`src/rtl/keypad_pkg.sv`:
```
// Shared types and constants for the 4x4 keypad scanner.
package keypad_pkg;

    typedef enum logic [2:0] {
        SCAN,
        DEBOUNCE,
        EMIT,
        HELD,
        RELEASE
    } statetype;

    // Column drive pattern after reset: column 0 driven low.
    localparam logic [3:0] COL_RST = 4'b1110;

    // Key codes indexed [row][col].
    localparam logic [3:0] KEYMAP [4][4] = '{
        '{4'h1, 4'h2, 4'h3, 4'hA},
        '{4'h4, 4'h5, 4'h6, 4'hB},
        '{4'h7, 4'h8, 4'h9, 4'hC},
        '{4'hE, 4'h0, 4'hF, 4'hD}
    };

    // Index of the lowest-numbered active-low row.
    function automatic logic [1:0] lowest_low(input logic [3:0] rows);
        if (!rows[0]) return 2'd0;
        if (!rows[1]) return 2'd1;
        if (!rows[2]) return 2'd2;
        return 2'd3;
    endfunction

    // Active-low one-hot column drive for a column index.
    function automatic logic [3:0] col_drive(input logic [1:0] idx);
        return ~(4'b0001 << idx);
    endfunction

endpackage

```
`src/rtl/keypad_scan_fsm_if.sv`:
```
// Keypad matrix and key-code output bundle.
interface keypad_scan_fsm_if;
    logic [3:0] row_n;
    logic [3:0] col_n;
    logic       new_hex;
    logic [3:0] hex_new;

    modport master (input row_n, output col_n, output new_hex, output hex_new);
    modport slave  (output row_n, input col_n, input new_hex, input hex_new);
endinterface

```
`src/rtl/sync_2ff.sv`:
```
// Two-flop synchronizer with a configurable reset value.
module sync_2ff #(
    parameter int unsigned           WIDTH   = 4,
    parameter logic [WIDTH-1:0]      RST_VAL = '1
) (
    input  logic             clk,
    input  logic             reset,
    input  logic [WIDTH-1:0] d,
    output logic [WIDTH-1:0] q
);
    logic [WIDTH-1:0] meta_q;
    logic [WIDTH-1:0] sync_q;

    // Two-stage capture of the asynchronous input.
    always_ff @(posedge clk or negedge reset) begin
        if (!reset) begin
            meta_q <= RST_VAL;
            sync_q <= RST_VAL;
        end else begin
            meta_q <= d;
            sync_q <= meta_q;
        end
    end

    assign q = sync_q;
endmodule

```
`src/rtl/keypad_scan_fsm.sv`:
```
// 4x4 keypad scanner: column scan, press/release debounce, one pulse per press.
module keypad_scan_fsm #(
    parameter int unsigned SCAN_DIV     = 1000,
    parameter int unsigned DEBOUNCE_CNT = 20000
) (
    input  logic               clk,
    input  logic               reset,
    keypad_scan_fsm_if.master  bus
);
    import keypad_pkg::*;

    localparam int unsigned SCAN_W = $clog2(SCAN_DIV);
    localparam int unsigned DEB_W  = $clog2(DEBOUNCE_CNT);

    statetype          state_q, state_d;
    logic [1:0]        col_idx_q, col_idx_d;
    logic [1:0]        row_idx_q, row_idx_d;
    logic [SCAN_W-1:0] scan_cnt_q, scan_cnt_d;
    logic [DEB_W-1:0]  deb_cnt_q, deb_cnt_d;
    logic [3:0]        col_n_q, col_n_d;
    logic              new_hex_q, new_hex_d;
    logic [3:0]        hex_new_q, hex_new_d;
    logic [3:0]        row_s;
    logic              row_rel;
    logic              scan_end;
    logic              deb_end;

    sync_2ff #(
        .WIDTH   (4),
        .RST_VAL (4'b1111)
    ) u_row_sync (
        .clk   (clk),
        .reset (reset),
        .d     (bus.row_n),
        .q     (row_s)
    );

    assign row_rel  = row_s[row_idx_q];
    assign scan_end = (scan_cnt_q == SCAN_W'(SCAN_DIV - 1));
    assign deb_end  = (deb_cnt_q == DEB_W'(DEBOUNCE_CNT - 1));

    // State and datapath registers.
    always_ff @(posedge clk or negedge reset) begin
        if (!reset) begin
            state_q    <= SCAN;
            col_idx_q  <= 2'd0;
            row_idx_q  <= 2'd0;
            scan_cnt_q <= '0;
            deb_cnt_q  <= '0;
            col_n_q    <= COL_RST;
            new_hex_q  <= 1'b0;
            hex_new_q  <= 4'h0;
        end else begin
            state_q    <= state_d;
            col_idx_q  <= col_idx_d;
            row_idx_q  <= row_idx_d;
            scan_cnt_q <= scan_cnt_d;
            deb_cnt_q  <= deb_cnt_d;
            col_n_q    <= col_n_d;
            new_hex_q  <= new_hex_d;
            hex_new_q  <= hex_new_d;
        end
    end

    // Next-state logic; pulse and code are set on the transition into EMIT.
    always_comb begin
        state_d    = state_q;
        col_idx_d  = col_idx_q;
        row_idx_d  = row_idx_q;
        scan_cnt_d = scan_cnt_q;
        deb_cnt_d  = deb_cnt_q;
        new_hex_d  = 1'b0;
        hex_new_d  = hex_new_q;

        case (state_q)
            SCAN: begin
                scan_cnt_d = scan_cnt_q + SCAN_W'(1);
                if (scan_end) begin
                    scan_cnt_d = '0;
                    if (row_s != 4'hF) begin
                        row_idx_d = lowest_low(row_s);
                        deb_cnt_d = '0;
                        state_d   = DEBOUNCE;
                    end else begin
                        col_idx_d = col_idx_q + 2'd1;
                    end
                end
            end
            DEBOUNCE: begin
                if (row_rel) begin
                    scan_cnt_d = '0;
                    state_d    = SCAN;
                end else if (deb_end) begin
                    new_hex_d = 1'b1;
                    hex_new_d = KEYMAP[row_idx_q][col_idx_q];
                    state_d   = EMIT;
                end else begin
                    deb_cnt_d = deb_cnt_q + DEB_W'(1);
                end
            end
            EMIT: begin
                state_d = HELD;
            end
            HELD: begin
                if (row_rel) begin
                    deb_cnt_d = '0;
                    state_d   = RELEASE;
                end
            end
            RELEASE: begin
                if (!row_rel) begin
                    state_d = HELD;
                end else if (deb_end) begin
                    scan_cnt_d = '0;
                    col_idx_d  = col_idx_q + 2'd1;
                    state_d    = SCAN;
                end else begin
                    deb_cnt_d = deb_cnt_q + DEB_W'(1);
                end
            end
            default: begin
                state_d = SCAN;
            end
        endcase

        col_n_d = col_drive(col_idx_d);
    end

    assign bus.col_n   = col_n_q;
    assign bus.new_hex = new_hex_q;
    assign bus.hex_new = hex_new_q;
endmodule
```
`src/flat_wrapper.sv`:
```
// flat-port wrapper written by rule: the top's interface ports become plain ports
module keypad_scan_fsm_flat import keypad_pkg::*;
#(
    parameter int unsigned SCAN_DIV     = 1000,
    parameter int unsigned DEBOUNCE_CNT = 20000
)
  (clk, reset, bus_row_n, bus_col_n, bus_new_hex, bus_hex_new);
  keypad_scan_fsm_if bus_i ();
  input  logic clk;
  input  logic reset;
  input wire logic [$bits(bus_i.row_n)-1:0] bus_row_n;
  output wire logic [$bits(bus_i.col_n)-1:0] bus_col_n;
  output wire logic [$bits(bus_i.new_hex)-1:0] bus_new_hex;
  output wire logic [$bits(bus_i.hex_new)-1:0] bus_hex_new;
  assign bus_i.row_n = bus_row_n;
  assign bus_col_n = bus_i.col_n;
  assign bus_new_hex = bus_i.new_hex;
  assign bus_hex_new = bus_i.hex_new;
  keypad_scan_fsm #(.SCAN_DIV(SCAN_DIV), .DEBOUNCE_CNT(DEBOUNCE_CNT)) u_core (.clk(clk), .reset(reset), .bus(bus_i));
endmodule
```
`config.mk`:
```
export PLATFORM = sky130hd
export DESIGN_NAME = keypad_scan_fsm_flat
export DESIGN_NICKNAME = d
export VERILOG_FILES = /design/src/rtl/keypad_pkg.sv /design/src/rtl/keypad_scan_fsm_if.sv /design/src/rtl/sync_2ff.sv /design/src/rtl/keypad_scan_fsm.sv /design/src/flat_wrapper.sv
export SDC_FILE = /design/constraint.sdc
export NUM_CORES = 1
export LEC_CHECK = 0
export ABC_AREA = 0
export ABC_CLOCK_PERIOD_IN_PS = 2800
export CORE_MARGIN = 2
export CORE_UTILIZATION = 45
export DETAILED_ROUTE_END_ITERATION = 10
export GPL_TIMING_DRIVEN = 0
export HOLD_SLACK_MARGIN = 0.06
export PLACE_DENSITY = 0.71
export SYNTH_ARGS = -nofsm -noshare
export SYNTH_HDL_FRONTEND = slang
export SYNTH_SLANG_ARGS = --single-unit
```
`constraint.sdc`:
```
create_clock -name clk -period 2.8 [get_ports clk]
set_clock_uncertainty 0.2 [all_clocks]
set_input_delay 0.7 -clock clk [delete_from_list [all_inputs] [get_ports clk]]
set_output_delay 0.7 -clock clk [all_outputs]
set_load 0.01 [all_outputs]
```
### Yosys cells after proc, flatten, opt, wreduce, memory -nomap -nowiden

Index checks and enable logic that the tools add are counted.

| storage, ports and cells | value |
|---|---|
| register bits after elaboration | 49 |
| input bits | 6 |
| output and inout bits | 9 |

| cells by class | value |
|---|---|
| add/subtract/negate cells | 3 |
| magnitude comparators | 3 |
| eq/ne operators | 16 |
| shift-type cells | 1 |
| multiplexer cells | 57 |
| bitwise logic cells | 4 |
| reduce and logical (&&, ||, !) cells | 8 |

Operators with widths:

| kind | number |
|---|---|
| 15-bit 2-to-1 mux | 6 |
| 15-bit case mux with 4 select lines | 1 |
| 10-bit 2-to-1 mux | 4 |
| 16-bit binary-select mux with 2-bit select | 1 |
| 16-bit 2-to-1 mux | 2 |
| 10-bit case mux with 3 select lines | 1 |
| 3-bit 2-to-1 mux | 7 |
| 2-bit 2-to-1 mux | 10 |
| 1-bit 2-to-1 mux | 19 |
| 15-bit by 1-bit adder with 15-bit output, second input constant | 1 |
| 15-bit == test, second input constant | 1 |
| 3-bit case mux with 5 select lines | 1 |
| 2-bit by 1-bit inequality test with 1-bit output, second input constant | 6 |
| 10-bit by 1-bit adder with 10-bit output, second input constant | 1 |
| 10-bit == test, second input constant | 1 |
| 4-bit binary-select mux with 2-bit select | 1 |
| 4-bit 2-to-1 mux | 2 |
| 3-bit by 2-bit == test with 1-bit output, second input constant | 2 |
| 3-bit greater-or-equal comparator, second input constant | 2 |
| 2-bit inverter with 3-bit output | 2 |
| 3-bit AND reduction | 2 |
| 6-bit AND reduction | 1 |
| 5-bit AND reduction | 1 |
| 4-bit inequality test, second input constant | 1 |
| 16 further kinds | 16 |

### Logic depth before layout (Yosys ltp)

Gate-level depths: netlist of run 1.

| logic depth | value |
|---|---|
| depth in word-level cells | 16 |
| mapped depth | 9 |

### By module

Synthesis of run 1 repeated with hierarchy kept, for this count alone.

| unflattened totals | value |
|---|---|
| cells, all modules | 278 |
| area, all modules | 2,653.8 µm² |

By module, submodules not included:

| module | times used | cells an instance | area each (µm²) |
|---|---|---|---|
| keypad_scan_fsm | 1 | 270 | 2,443.6 |
| sync_2ff | 1 | 8 | 210.2 |

### Least setup slack after synthesis of run 1

OpenSTA, ideal clock, no wires.

| timing path | value |
|---|---|
| path type | flip-flop to flip-flop |
| start point | reg u_core.deb_cnt_q[5] |
| end point | reg u_core.deb_cnt_q[6] |
| setup time | 0.144 ns |
| arrival | 1.964 ns |
| data required time | 2.456 ns |
| setup slack | 0.492 ns |
| cell stages (with the launch flop) | 7 |
| buffers on the path | 0 |
| clock period less this slack | 2.308 ns |
| cell sequence | dfrtp_1 or4b_4 or4_4 a31oi_4 a311oi_1 xnor2_1 nor2_1 |

| between the ends | value |
|---|---|
| longest elaborated chain between the ends | 4 |
| elaborated cells on any way between the ends | 6 |

RTL lines:

| element | line | source |
|---|---|---|
| start, declared | keypad_scan_fsm.sv:19 | `logic [DEB_W-1:0] deb_cnt_q, deb_cnt_d;` |
| start signal, assigned | keypad_scan_fsm.sv:58 | `deb_cnt_q <= deb_cnt_d;` |
| 15-bit by 1-bit adder with 15-bit output or 15-bit == test (tied branches) | keypad_scan_fsm.sv:98, keypad_scan_fsm.sv:118, keypad_scan_fsm.sv:40 |  |
| 15-bit 2-to-1 mux (*) | keypad_scan_fsm.sv:93, keypad_scan_fsm.sv:113 |  |
| 15-bit 2-to-1 mux (on tied branches) | keypad_scan_fsm.sv:111, keypad_scan_fsm.sv:90 |  |
| 15-bit case mux with 4 select lines (*) | keypad_scan_fsm.sv:75 | `case (state_q)` |

Every way passes the cells marked *; elsewhere a longest branch is shown, timed or not. The select of a mux whose other input is x is not followed.
A chain may end at the register's enable or synchronous reset.

### Final worst setup path of run 1

| timing path | value |
|---|---|
| start point | reg u_core.deb_cnt_q[0] |
| end point | reg u_core.scan_cnt_q[9] |

| between the ends | value |
|---|---|
| longest elaborated chain between the ends | 3 |

RTL lines:

| element | line | source |
|---|---|---|
| 15-bit == test | keypad_scan_fsm.sv:40 | `assign deb_end = (deb_cnt_q == DEB_W'(DEBOUNCE_CNT - 1));` |
| 2-bit by 1-bit inequality test with 1-bit output (no line) | -- |  |
| 4-bit AND reduction (no line) | -- |  |
| end signal, assigned | keypad_scan_fsm.sv:57 | `scan_cnt_q <= scan_cnt_d;` |
| end, declared | keypad_scan_fsm.sv:18 | `logic [SCAN_W-1:0] scan_cnt_q, scan_cnt_d;` |

Every way passes these cells.

==> flow_metrics.env, run 1 <==
export IMPL_routed_wl_mm=4.820
export IMPL_rsz0062_at_grt="no"
export IMPL_port_buffers=14
export IMPL_crit_path_start_kind="flip-flop"
export IMPL_rows=27
export IMPL_finalWeightedCongestion=0.8348
export IMPL_syn_inst=260
export IMPL_worst_slew_pin_slew_ns=0.9128
export IMPL_hpwl_mm=3.466
export IMPL_drtAntennaViolNets=0
export IMPL_fp_dieH_microns=80.49
export IMPL_insertion_delay_ns=0.31
export IMPL_place_inst=347
export IMPL_clock_path_buffers=2
export IMPL_drt_iter0_drc=91
export IMPL_final_nets=290
export IMPL_grt_start_max_net_pins=28
export IMPL_clk_pin_slew_ns=0.10
export IMPL_synth_cell_types=60
export IMPL_die_w_microns=80.49
export IMPL_power_density_nw_per_um2=402.1
export IMPL_layout_drive_gt1_share_pct=18.02
export IMPL_gr_usage_all_layers_pct=16.43
export IMPL_grt_pass1_wl_mm=8.390
export IMPL_worst_path_buf_inv=0
export IMPL_drcViolationCount=0
export IMPL_syn_area_sq_um=2633
export IMPL_min_path_type="reg -> reg"
export IMPL_final_cell_count_no_fill=355
export IMPL_core_area_sq_um=5574
export IMPL_synth_seq_cells=49
export IMPL_critical_path_class="reg -> reg"
export IMPL_critical_path_arrival_ns=2.64
export IMPL_timing_final_ws_setup_ns=0.1273
export IMPL_fmax_mhz=374.2
export IMPL_critical_path_cell_chain="ha_1 > nand3_1 > nor4_4 > nand2_1 > a21o_1 > a21oi_2 > a31oi_1"
export IMPL_final_cell_area_sq_um=2975
export IMPL_syn_area_per_cell_sq_um=10.13
export IMPL_outcome="complete, no violations"
export IMPL_syn2layout_area_growth_pct=13.02
export IMPL_slew_headroom_pct=38.68
export IMPL_routedWlPerCell_microns=13.58
export IMPL_vias_per_cell=5.589
export IMPL_p_leak_uw=0.001287
export IMPL_first_pass_iters=6
export IMPL_ys_flop_type="dfrtp_1"
export IMPL_cts_max_level=2
export IMPL_ir_worst_vdd_v=0.0002208
export IMPL_yosysWarningCount=0
export IMPL_start_util_pct=47.23
export IMPL_period_share_pct=95.45
export IMPL_vias=1984
export IMPL_setup_viol_count_final=0
export IMPL_synth_edf_count=0
export IMPL_ys_seq_area_share_pct=47.10
export IMPL_crit_fanout=10
export IMPL_dpl_worst_slack_ns=0.05016
export IMPL_cts_tree="done"
export IMPL_cts_root_buf="clkbuf_8"
export IMPL_syn_nets=268
export IMPL_cts_buffers=5
export IMPL_cpPeakStageDelay_ns=0.52
export IMPL_die_area_sq_um=6478
export IMPL_grt_pass1_vias=1832
export IMPL_fill_cells=505
export IMPL_placed_area_sq_um=2878
export IMPL_async_flop_share_pct=100.0
export IMPL_finalCriticalPeriod_ns=2.673
export IMPL_io_pins=15
export IMPL_slowest_stage="nor4_4"
export IMPL_required_ns=2.77
export IMPL_overflow=0
export IMPL_crit_family="simple AND/OR/NAND/NOR gates"
export IMPL_drv_cap=0
export IMPL_finalHoldViolCount=0
export IMPL_end_kind="flip-flop"
export IMPL_final_max_slew_viol_count=0
export IMPL_antenna_found_initial=0
export IMPL_cts_sinks=49
export IMPL_diodes=0
export IMPL_holdBufCountCts=0
export IMPL_reg2reg_slack_ns=0.13
==> area by class of cell <==
cell class	instances	area, sq um	share of cell area [%]
plain buffers	10	61.31	2.061
clock buffers	5	68.82	2.313
repair buffers	15	155.1	5.214
clock inverters	3	23.77	0.7990
inverters	10	37.54	1.262
flip-flops and latches	49	1240	41.67
well taps	72	90.09	3.028
multi-input cells	191	1299	43.65
==> per-stage QoR <==
stage | TNS, ns | utilization, % | power (uW) | hold WS (ns)
floorplan | 0 | - | 745.1 | 0.1452
global placement | -21.81 | 51.36 | 767.5 | 0.1455
detailed placement | 0 | 51.63 | 770.9 | 0.1470
CTS | 0 | 53.29 | 1205 | 0.1619
global route | 0 | 53.38 | 1242 | 0.1669
finish | 0 | 53.38 | 1196 | 0.1612
==> Yosys cell counts (2+ instances only) <==
cell      instances  area share (%)
dfrtp_1          38              36
nand2_1          26             3.7
nor2_1           25             3.6
o21ai_0          14             2.7
a31oi_1          11             2.6
dfstp_2          11              11
inv_1            10             1.4
nand3_1          10             1.9
nor2b_1           9             2.1
xnor2_1           8             2.7
a21oi_1           7             1.3
and3_1            7             1.7
nor3_1            6             1.1
nand2b_1          5             1.2
nand4_1           5             1.2
mux2i_1           4             1.5
o21ai_1           4            0.76
a21o_1            3            0.86
buf_2             3            0.57
nor4_4            3             2.4
o31ai_1           3            0.86
a21oi_2           2            0.67
a32oi_1           2            0.67
buf_6             2            0.86
clkbuf_1          2            0.29
ha_1              2            0.95
o211ai_1          2            0.57
o22ai_1           2            0.48
or3_1             2            0.48
xor2_1            2            0.67
==> flip-flops by register name, summed over array words and instances (netlist names), 2 cells and up <==
signal and flops:
u_core.deb_cnt_q 15, u_core.col_idx_q 2, u_core.scan_cnt_q 10, u_core.row_idx_q 2, u_core.state_q 3, u_core.bus.col_n 4
u_core.u_row_sync.q 4, u_core.u_row_sync.meta_q 4, u_core.bus.hex_new 4
==> layer usage <==
metal,GRT usage (%),share of wire (%),vias up
li1,-,-,962
met1,22.72,49,970
met2,26.42,46,45
met3,3.034,3.6,7
met4,4.576,0.95,0
met5,0,0,-
==> path summary, 6_finish.rpt <==
| kind | from | to | depth (start not counted) |
|---|---|---|---|
| worst min register to register | u_core.u_row_sync.meta_q[0]$_DFF_PN1_ | u_core.u_row_sync.q[0]$_DFF_PN1_ | 0 |
| worst max register to register | u_core.deb_cnt_q[0]$_DFFE_PN0P_ | u_core.scan_cnt_q[9]$_DFFE_PN0P_ | 7 |
| worst min-delay path | u_core.u_row_sync.meta_q[0]$_DFF_PN1_ | u_core.u_row_sync.q[0]$_DFF_PN1_ | 0 |
| worst max-delay path | u_core.deb_cnt_q[0]$_DFFE_PN0P_ | u_core.scan_cnt_q[9]$_DFFE_PN0P_ | 7 |
| max in group asynchronous | reset | u_core.bus.col_n[2]$_DFF_PN1_ | 2 |
| min in group asynchronous | reset | u_core.deb_cnt_q[2]$_DFFE_PN0P_ | 1 |
==> layout by cell type (no fill, tap or decap), types with 3 or more instances in the layout <==
cell type / count
dfrtp_1: 38
nand2_1: 26
nor2_1: 25
o21ai_0: 14
clkdlybuf4s50_1: 13
a31oi_1: 11
dfstp_2: 11
nand3_1: 10
inv_1: 10
nor2b_1: 9
xnor2_1: 8
and3_1: 7
a21oi_1: 7
nand4_1: 5
nand2b_1: 5
nor3_1: 5
clkbuf_8: 5
buf_2: 4
mux2i_1: 4
o21ai_1: 4
nor4_4: 3
o31ai_1: 3
a21o_1: 3
==> power breakdown <==
group          internal, uW  total [uW]  switching, uW
clock network           183         440            257
registers               718         721           2.93
logic                  13.7        35.1           21.5
total                   915        1200            281
==> timing repair <==
item                                    in CTS  in global routing
endpoints found under the setup margin       0                  7
gates resized for setup                      0                  1
buffers inserted                             0                  0
==> logic make-up after synthesis <==
group	Yosys count	share of synthesized area, %
and+or+nand+nor	113	25.57
AOI/OAI and AO/OA	59	15.45
DFF	49	47.10
buffers and inverters	20	3.755
xor gates and xnor gates	11	3.945
muxes	6	3.232
adders and majority gates	2	0.9504
Note: power is estimated with default switching activity, not from simulation.
==> inputs of run 2 (changes only) <==
Settings changed: CORE_MARGIN 2 to 5.
==> flow_metrics.env, run 2 (synthesis gave the netlist of run 1 again) <==
export IMPL_outcome="complete, no violations"
export IMPL_core_area_sq_um=5608
export IMPL_finalWeightedCongestion=0.8502
export IMPL_rsz0062_at_grt="no"
export IMPL_worst_slew_pin_slew_ns=0.8895
export IMPL_cpPeakStageDelay_ns=0.50
export IMPL_die_area_sq_um=7480
export IMPL_p_leak_uw=0.001288
export IMPL_final_nets=291
export IMPL_fill_cells=526
export IMPL_drcViolationCount=0
export IMPL_ir_worst_vdd_v=0.0002820
export IMPL_antenna_found_initial=0
export IMPL_vias_per_cell=5.472
export IMPL_reg_largest_list="u_core.deb_cnt_q: 15 flops, u_core.scan_cnt_q: 10 flops"
export IMPL_rows=27
export IMPL_drv_cap=0
export IMPL_diodes=0
export IMPL_tns_ns=0
export IMPL_cts_tree="done"
export IMPL_min_path_type="reg -> reg"
export IMPL_final_cell_count_no_fill=356
export IMPL_sw_frac_of_total_pct=22.76
export IMPL_die_w_microns=86.49
export IMPL_pwr_share_comb_pct=3.1
export IMPL_required_ns=2.79
export IMPL_worst_path_buf_inv=0
export IMPL_crit_family="simple AND/OR/NAND/NOR gates"
export IMPL_vias=1948
export IMPL_final_max_slew_viol_count=0
export IMPL_largest_register_ffs=15
export IMPL_cts_buffers=5
export IMPL_grt_pass1_vias=1920
export IMPL_dpl_worst_slack_ns=0.1352
export IMPL_syn2layout_area_growth_pct=13.59
export IMPL_cp_depth=7
export IMPL_holdWs_ns=0.1595
export IMPL_power_density_nw_per_um2=394.0
export IMPL_place_inst=347
export IMPL_slew_headroom_pct=40.24
export IMPL_critical_path_class="reg -> reg"
export IMPL_slowest_stage="nor4_4"
export IMPL_first_pass_iters=4
export IMPL_critical_path_arrival_ns=2.54
export IMPL_io_pins=15
export IMPL_fp_dieH_microns=86.49
export IMPL_setup_viol_count_final=0
export IMPL_layout_drive_gt1_share_pct=17.96
export IMPL_fmax_mhz=392.5
export IMPL_crit_fanout=8
export IMPL_reg2regPathDepth=7
export IMPL_insertion_delay_ns=0.31
export IMPL_cts_setup_buffers=0
export IMPL_power_frac_seq_pct=61.2
export IMPL_gr_usage_all_layers_pct=14.87
export IMPL_cts_sinks=49
export IMPL_finalHoldViolCount=0
export IMPL_clk_pin_slew_ns=0.09
export IMPL_drt_iter0_drc=92
export IMPL_p_int_uw=909.9
export IMPL_routedWlPerCell_microns=13.60
export IMPL_drtAntennaViolNets=0
export IMPL_grt_pass1_wl_mm=8.942
export IMPL_finalPower_uw=1178
export IMPL_routed_wl_mm=4.841
export IMPL_critical_path_cell_chain="ha_1 > nand3_1 > nor4_4 > a32oi_1 > nor3_4 > nand2_1 > xnor2_1"
export IMPL_cts_root_buf="clkbuf_8"
export IMPL_grt_start_max_net_pins=41
export IMPL_timing_final_ws_setup_ns=0.2521
export IMPL_final_common_cell="dfrtp_1"
export IMPL_overflow=0
export IMPL_top_register="u_core.deb_cnt_q"
export IMPL_period_share_pct=91.00
export IMPL_crit_path_start_kind="flip-flop"
export IMPL_pwr_share_clk_pct=35.7
export IMPL_start_util_pct=46.94
export IMPL_cts_max_level=2
export IMPL_hold_depth=0
export IMPL_final_cell_mix="dfrtp_1, nand2_1, nor2_1, o21ai_0, clkdlybuf4s50_1"
export IMPL_clock_path_buffers=2
export IMPL_finalCriticalPeriod_ns=2.548
export IMPL_hpwl_mm=3.491
export IMPL_port_buffers=14
export IMPL_switchingPower_uw=268.2
export IMPL_end_kind="flip-flop"
[run 2: cell count changes in the layout (fill, tap and decap cells not counted)]
cell	previous run	this run
inv_4	1	0
a21oi_2	2	1
inv_6	2	1
a21oi_4	1	2
clkinvlp_4	0	1
clkinv_2	0	1
dlygate4sd3_1	0	1
[run 2: worst reg2reg max path: cells and delay by family (launching register included)]
| kind | cells | cell delay, ns |
|---|---|---|
| fa+ha+maj | 1 | 0.20 |
| flops | 1 | 0.40 |
| simple gates | 4 | 1.27 |
| xor+xnor | 1 | 0.14 |
| compound gates | 1 | 0.22 |
[run 2: final cells by class]
type	instances	area, sq um	share of cell area [%]
timing repair buffer	16	165.2	5.523
buffer	10	61.31	2.050
clock buffer	5	68.82	2.301
tap	72	90.09	3.013
multi-input combinational	191	1306	43.68
clock inverter	3	21.27	0.7113
sequential	49	1240	41.46
inverter	10	37.54	1.255
[run 2: worst paths after layout]
path | startpoint | end | slack (ns)
worst max-delay path | u_core.deb_cnt_q[0]$_DFFE_PN0P_ | u_core.col_idx_q[1]$_DFF_PN0_ | 0.25
worst min-delay path | u_core.u_row_sync.meta_q[3]$_DFF_PN1_ | u_core.u_row_sync.q[3]$_DFF_PN1_ | 0.16
worst max register to register | u_core.deb_cnt_q[0]$_DFFE_PN0P_ | u_core.col_idx_q[1]$_DFF_PN0_ | 0.25
worst min register to register | u_core.u_row_sync.meta_q[3]$_DFF_PN1_ | u_core.u_row_sync.q[3]$_DFF_PN1_ | 0.16
max in group asynchronous | reset | u_core.bus.col_n[2]$_DFF_PN1_ | 1.30
min in group asynchronous | reset | u_core.scan_cnt_q[8]$_DFFE_PN0P_ | 0.57
[run 2: power by group through the flow]
| stage | sequential [uW] | clock (uW) | combinational (uW) |
|---|---|---|---|
| after floorplan | 734 | 0 | 11.5 |
| after global placement | 734 | 0 | 33.3 |
| after detailed placement | 735 | 0 | 36.6 |
| after CTS | 721 | 441 | 37.8 |
| after global routing | 722 | 471 | 42.0 |
| final | 721 | 420 | 36.6 |
[run 2: through the flow]
step,utilization [%],instance area (sq um)
6_report,53.32,2990
5_1_grt,53.32,2990
4_1_cts,53.10,2978
3_5_place_dp,51.32,2878
3_3_place_gp,51.05,2863
2_1_floorplan,-,2633
[run 2: routing by layer]
metal	share of wire, %	up-vias	track usage, %
met1	47	952	19.39
li1	-	968	-
met4	1.5	0	4.958
met2	48	22	24.13
met3	3.6	6	3.707
met5	0	-	0
[run 2: repair_timing]
item,in CTS,in global routing
gates resized for setup,0,2
hold endpoints to repair,6,0
endpoints found under the setup margin,0,17
hold buffers,1,0
